$ cat src/rtl/router_pkg.sv
// Shared port-addressing types and helpers for the 1-in/3-out router.
package router_pkg;

  localparam int NUM_PORTS = 3;

  typedef logic [1:0] port_addr_t;

  localparam port_addr_t PORT0     = 2'd0;
  localparam port_addr_t PORT1     = 2'd1;
  localparam port_addr_t PORT2     = 2'd2;
  localparam port_addr_t PORT_NONE = 2'd3;

  // PORT_NONE maps to no bits set, so writes to it vanish.
  function automatic logic [NUM_PORTS-1:0] onehot(input port_addr_t a);
    logic [NUM_PORTS-1:0] oh;
    oh = '0;
    case (a)
      PORT0:   oh = 3'b001;
      PORT1:   oh = 3'b010;
      PORT2:   oh = 3'b100;
      default: oh = 3'b000;
    endcase
    return oh;
  endfunction

endpackage

$ cat src/rtl/router_sync_timer.sv
// Per-port read-timeout: one-cycle registered soft_reset after TIMEOUT consecutive unread-valid cycles.
// No backpressure; optional saturating pulse counter when ROUTER_SYNC_DROP_CNT_EN is defined.
module router_sync_timer #(
  parameter int TIMEOUT = 30
) (
  input  logic       clk,
  input  logic       reset,
  input  logic       vld,
  input  logic       rd,
  output logic       soft_reset
`ifdef ROUTER_SYNC_DROP_CNT_EN
  , output logic [7:0] drop_cnt
`endif
);

  localparam int CNT_W = $clog2(TIMEOUT + 1);

  logic [CNT_W-1:0] cnt_q, cnt_d;
  logic             soft_reset_q, soft_reset_d;
  logic             stall;

  assign stall = vld & ~rd;

  // Terminal count fires the pulse and restarts, so a stuck FIFO re-arms.
  always_comb begin
    cnt_d        = '0;
    soft_reset_d = 1'b0;
    if (stall) begin
      if (cnt_q == CNT_W'(TIMEOUT - 1)) begin
        soft_reset_d = 1'b1;
      end else begin
        cnt_d = cnt_q + 1'b1;
      end
    end
  end

  always_ff @(posedge clk or posedge reset) begin
    if (reset) begin
      cnt_q        <= '0;
      soft_reset_q <= 1'b0;
    end else begin
      cnt_q        <= cnt_d;
      soft_reset_q <= soft_reset_d;
    end
  end

  assign soft_reset = soft_reset_q;

`ifdef ROUTER_SYNC_DROP_CNT_EN
  logic [7:0] drop_q, drop_d;

  always_comb begin
    drop_d = drop_q;
    if (soft_reset_d && (drop_q != 8'hFF)) begin
      drop_d = drop_q + 8'd1;
    end
  end

  always_ff @(posedge clk or posedge reset) begin
    if (reset) begin
      drop_q <= '0;
    end else begin
      drop_q <= drop_d;
    end
  end

  assign drop_cnt = drop_q;
`endif

endmodule

$ cat src/rtl/router_sync.sv
// Router FSM <-> output FIFO glue: address latch, 0-latency write/full steering, per-port timeout flush.
// No backpressure of its own; FIFO full is muxed back to the FSM. ROUTER_SYNC_DROP_CNT_EN adds drop_cnt_0..2.
module router_sync
  import router_pkg::*;
#(
  parameter int TIMEOUT = 30
) (
  input  logic       clk,
  input  logic       reset,
  input  logic       detect_add,
  input  logic [1:0] data_in,
  input  logic       write_enb_reg,
  input  logic       read_enb_0,
  input  logic       read_enb_1,
  input  logic       read_enb_2,
  input  logic       empty_0,
  input  logic       empty_1,
  input  logic       empty_2,
  input  logic       full_0,
  input  logic       full_1,
  input  logic       full_2,
  output logic [2:0] write_enb,
  output logic       fifo_full,
  output logic       vld_out_0,
  output logic       vld_out_1,
  output logic       vld_out_2,
  output logic       soft_reset_0,
  output logic       soft_reset_1,
  output logic       soft_reset_2
`ifdef ROUTER_SYNC_DROP_CNT_EN
  , output logic [7:0] drop_cnt_0
  , output logic [7:0] drop_cnt_1
  , output logic [7:0] drop_cnt_2
`endif
);

  port_addr_t           addr_q, addr_d;
  logic [NUM_PORTS-1:0] vld;
  logic [NUM_PORTS-1:0] rd;
  logic [NUM_PORTS-1:0] sr;

  assign addr_d = detect_add ? port_addr_t'(data_in) : addr_q;

  always_ff @(posedge clk or posedge reset) begin
    if (reset) begin
      addr_q <= PORT0;
    end else begin
      addr_q <= addr_d;
    end
  end

  // Steering reads the registered address, so a same-cycle decode+write uses the old port.
  assign write_enb = write_enb_reg ? onehot(addr_q) : 3'b000;

  always_comb begin
    fifo_full = 1'b0;
    case (addr_q)
      PORT0:   fifo_full = full_0;
      PORT1:   fifo_full = full_1;
      PORT2:   fifo_full = full_2;
      default: fifo_full = 1'b0;
    endcase
  end

  assign vld = {~empty_2, ~empty_1, ~empty_0};
  assign rd  = {read_enb_2, read_enb_1, read_enb_0};

  assign vld_out_0 = vld[0];
  assign vld_out_1 = vld[1];
  assign vld_out_2 = vld[2];

`ifdef ROUTER_SYNC_DROP_CNT_EN
  logic [7:0] drop [NUM_PORTS];
  assign drop_cnt_0 = drop[0];
  assign drop_cnt_1 = drop[1];
  assign drop_cnt_2 = drop[2];
`endif

  for (genvar g = 0; g < NUM_PORTS; g++) begin : g_timer
    router_sync_timer #(.TIMEOUT(TIMEOUT)) u_timer (
      .clk        (clk),
      .reset      (reset),
      .vld        (vld[g]),
      .rd         (rd[g]),
      .soft_reset (sr[g])
`ifdef ROUTER_SYNC_DROP_CNT_EN
      , .drop_cnt (drop[g])
`endif
    );
  end

  assign soft_reset_0 = sr[0];
  assign soft_reset_1 = sr[1];
  assign soft_reset_2 = sr[2];

endmodule
$ cat config.mk
export PLATFORM = sky130hd
export DESIGN_NAME = router_sync
export DESIGN_NICKNAME = d
export VERILOG_FILES = /design/src/rtl/router_pkg.sv /design/src/rtl/router_sync_timer.sv /design/src/rtl/router_sync.sv
export SDC_FILE = /design/constraint.sdc
export NUM_CORES = 1
export LEC_CHECK = 0
export CAP_MARGIN = 10
export CORE_UTILIZATION = 24
export CTS_CLUSTER_SIZE = 40
export DETAILED_ROUTE_END_ITERATION = 12
export SETUP_SLACK_MARGIN = 0.05
export SKIP_LAST_GASP = 1
export SLEW_MARGIN = 30
export SYNTH_ARGS = -nofsm -noshare
export SYNTH_HDL_FRONTEND = slang
export SYNTH_SLANG_ARGS = --single-unit
$ cat constraint.sdc
create_clock -name clk -period 2.75 [get_ports clk]
set_input_delay 0.825 -clock clk [delete_from_list [all_inputs] [get_ports clk]]
set_output_delay 0.825 -clock clk [all_outputs]
set_load 0.01 [all_outputs]
Word-level counts from Yosys, hierarchy flattened --
Cells that the tools add are included.
Word-level totals: register bits 20, latch bits 0, memory bits (writable) 0, ROM bits 0, output and inout port bits 10, word-level logic and storage cells 40, memories 0
Cells by class: add/sub/neg operators 3, multipliers 0, divide/modulo/power cells 0, $lt $le $gt $ge 0, eq/ne operators 5, shift-type cells 0, mux-type cells 15, bitwise operators 9, reduce and logical (&&, ||, !) cells 1
Operators with widths (number):
- $mux W5 | 6
- $add A5 B1 Y5 const B | 3
- $eq A5 B5 Y1 const B | 3
- $pmux W3 S3 | 1
- $mux W1 | 6
- $not A1 Y1 | 6
- $and A1 B1 Y1 | 3
- $mux W3 | 1
- $pmux W1 S3 | 1
- $eq A2 B1 Y1 const B | 1
- $eq A2 B2 Y1 const B | 1
- $logic_not A2 Y1 | 1

Depth between registers and ports, before layout --
word-level depth 3, gate-level depth with buffers 5

Hierarchy --
A second synthesis with hierarchy kept.
Unflattened totals: cell total of the unflattened synthesis 84, area total of the unflattened synthesis 910.9 um^2
By module, submodules not included:
- router_sync_timer | instances 3, cells an instance 23, area an instance 259.0 um^2, seq. area each 150.1 um^2
- router_sync | instances 1, cells an instance 15, area an instance 133.9 um^2, seq. area each 50.0 um^2

Least setup slack after synthesis --
Ideal clock, no wire load.
path kind input to output, from input write_enb_reg, to output write_enb[0], arrival 1.131 ns, required time 1.925 ns, path slack 0.794 ns, cell stages on the path 1, cells stage by stage nor3b_1
Between the ends: word-level cells in the longest chain between the ends 1
Ends and longest elaborated chain:
- start, declared | line router_sync.sv:12 | input logic write_enb_reg,
- $mux W3 | line router_sync.sv:53 | assign write_enb = write_enb_reg ? onehot(addr_q) : 3'b000;
- end, declared | line router_sync.sv:22 | output logic [2:0] write_enb,
No other way between the ends.

Worst setup path in the final report --
Same ends and word-level chain as after synthesis.

==> impl_metrics.tcl <==
set metrics [dict create \
    final-hold-violation-count 0 \
    setup_viol 0 \
    fin_crit_ns 2.594 \
    whs_ns 0.4991 \
    maxCapViolCount 0 \
    grt_pass1_wl_um 2670 \
    rsz0062_at_grt "no" \
    avgRoutedWirePerCell_um 9.545 \
    dr_total_vias 648 \
    synth_area_um2 893.4 \
    arrival_ns 1.77 \
    grt_start_max_net_pins 21 \
    n_antenna_cell 0 \
    multiInputGateArea_um2 366.6 \
    yosys_warnings 0 \
    netlist_instances 83 \
    clockRootBuffer "clkbuf_8" \
    ys_types 16 \
    portBuffers 24 \
    fin_crit_sh_pct 94.34 \
    final_nets 133 \
    grt_usage_pct 8.562 \
    drc 0 \
    die_x_um 63.01 \
    syn-num-nets 104 \
    antenna_found_initial 0 \
    maxSlewViolCount 0 \
    tightest_slew_ns 0.7354 \
    ys_seq_elements 20 \
    critPathKind "input pin to output pin" \
    path_clk_slew_ns 0.07 \
    worstSetupEndpointType "output pin" \
    die_area_um2 3970 \
    drt_iter0_markers 16 \
    slew_headroom_pct 50.92 \
    yosysSeqAreaShare_pct 56.02 \
    clock_latency_ns 0.25 \
    fill_cells 343 \
    crit_fanout 3 \
    drt-total-wl_um 1489 \
    dr.pass1.iters 3 \
    rows 21 \
    p_per_area_nw_per_um2 447.4 \
    grt_pass1_vias 634 \
    initial_core_util_pct 25.95 \
    leakage_nw 0.5871 \
    coreArea_um2 3442 \
    regArea_um2 500.5 \
    cts_buffers 3 \
    fin_util_pct 35.77 \
    critical-path-max-stage-delay_ns 0.48 \
    fp.dieH_um 63.01 \
    crit_chain "clkdlybuf4s50_1, nor3b_1, dlygate4sd2_1" \
    crit_slowest_cell "clkdlybuf4s50_1" \
    boundaryPins 25 \
    cts_buffer_depth 2 \
    layout-drive-gt1-share_pct 4.545 \
    ir_drop_v 0.0001649 \
    ant_nets 0 \
    outcome "finished clean" \
    syn_avg_cell_area_um2 10.76 \
    areaGrowthSynthToFinish_pct 37.82 \
    clkSinkCount 20 \
    hold_class "register to register" \
    fin_setup_tns_ns 0 \
    finalClockSkew_ns 0.003482 \
    vias_per_cell 4.154 \
    dp_hpwl_um 1155 \
    required_ns 1.93 \
    place_congestion 0.7243 \
    fmax_ghz 0.3855 \
    grt_overflow 0 \
    p_total_mw 0.5508 \
    cp-start-kind "input pin" \
    htreeDepth 1 \
    tritoncts "yes" \
]
## placed cells by master (no fill, tap or decap), drive strengths merged
master and instances:
o21ai 1, nand4 3, clkbuf 3, dlygate4sd2 5, dfrtp 20, xor2 6
mux2 2, mux2i 1, clkdlybuf4s50 17, nor3 3, dlymetal6s2s 2, ha 6
and3b 2, nor3b 1, nand3b 1, nand3 6, nand2 3, xnor2 3
inv 7, nor2 18
## sequential cells by signal, summed over array words and instances (netlist names)
signal / flops
addr_q: 2
g_timer.u_timer.soft_reset: 3
g_timer.u_timer.cnt_q: 15
## metrics by stage
step	cells	setup slack, ns	area (µm²)
5_1_grt	156	0.1061	1231
2_1_floorplan	83	0.7936	893.4
4_1_cts	156	0.05558	1226
3_3_place_gp	153	-0.1078	1191
6_report	156	0.1558	1231
3_5_place_dp	153	-0.1290	1191
## synth_stat cells, drive strengths merged
cell type	instances	area (µm²)
nor3b	1	7.510
xnor2	3	26.28
nor3	3	15.01
ha	6	75.07
and3b	2	17.52
mux2	2	22.52
nand3b	1	7.510
xor2	6	52.55
o21ai	1	5.000
nand3	6	30.03
nand4	3	18.77
nor2	18	67.56
inv	7	26.28
dfrtp	20	500.5
nand2	3	11.26
mux2i	1	10.01
## cells by family (layout without fill, tap and decap cells)
| logic type | Yosys count | in the layout | share of synthesized area [%] |
|---|---|---|---|
| fa+ha+maj | 6 | 6 | 8.403 |
| mux | 3 | 3 | 3.641 |
| compound gates | 1 | 1 | 0.5597 |
| buf+inv | 7 | 34 | 2.942 |
| simple gates | 37 | 37 | 19.61 |
| xor+xnor | 9 | 9 | 8.824 |
| flops | 20 | 20 | 56.02 |
## final cells by class
type                            count  area share, %
Sequential cell                    20          40.65
Multi-Input combinational cell     56          29.78
Tap cell                           46          4.675
Clock buffer                        3          3.354
Inverter                            7          2.134
Timing Repair Buffer               24          19.41
## where the power goes
part	internal (mW)	switching, mW
Clock	0.0972	0.0829
Sequential	0.301	0.00800
Combinational	0.0361	0.0254
## timing repair
action,CTS,global route
resized for setup,5,2
buffers inserted,0,0
pin swaps,0,0
endpoints found under the setup margin,5,2
hold buffers,0,0
## worst max-delay path: cells and delay by family
kind | cells | cell delay [ns]
buffers and inverters | 2 | 0.77
AND/OR/NAND/NOR | 1 | 0.17
## routing by layer
metal | track usage, % | vias up | part of all wire [%]
met5 | 0 | - | 0
met4 | 4.360 | 0 | 1.1
met3 | 2.372 | 4 | 7.0
met2 | 14.11 | 22 | 44
met1 | 10.06 | 296 | 48
li1 | - | 326 | -
## final timing paths
check	start	to	slack, ns	depth (start not counted)
max in group asynchronous	reset	g_timer[1].u_timer.cnt_q[3]$_DFF_PP0_	1.28	2
min in group asynchronous	reset	g_timer[0].u_timer.cnt_q[3]$_DFF_PP0_	1.00	2
setup reg to reg	g_timer[0].u_timer.cnt_q[0]$_DFF_PP0_	g_timer[0].u_timer.cnt_q[4]$_DFF_PP0_	1.68	4
hold reg to reg	g_timer[2].u_timer.cnt_q[0]$_DFF_PP0_	g_timer[2].u_timer.cnt_q[0]$_DFF_PP0_	0.50	1
hold / removal	g_timer[2].u_timer.cnt_q[0]$_DFF_PP0_	g_timer[2].u_timer.cnt_q[0]$_DFF_PP0_	0.50	1
setup / recovery	write_enb_reg	write_enb[0]	0.16	3
Note: power is estimated with default switching activity, not from simulation.
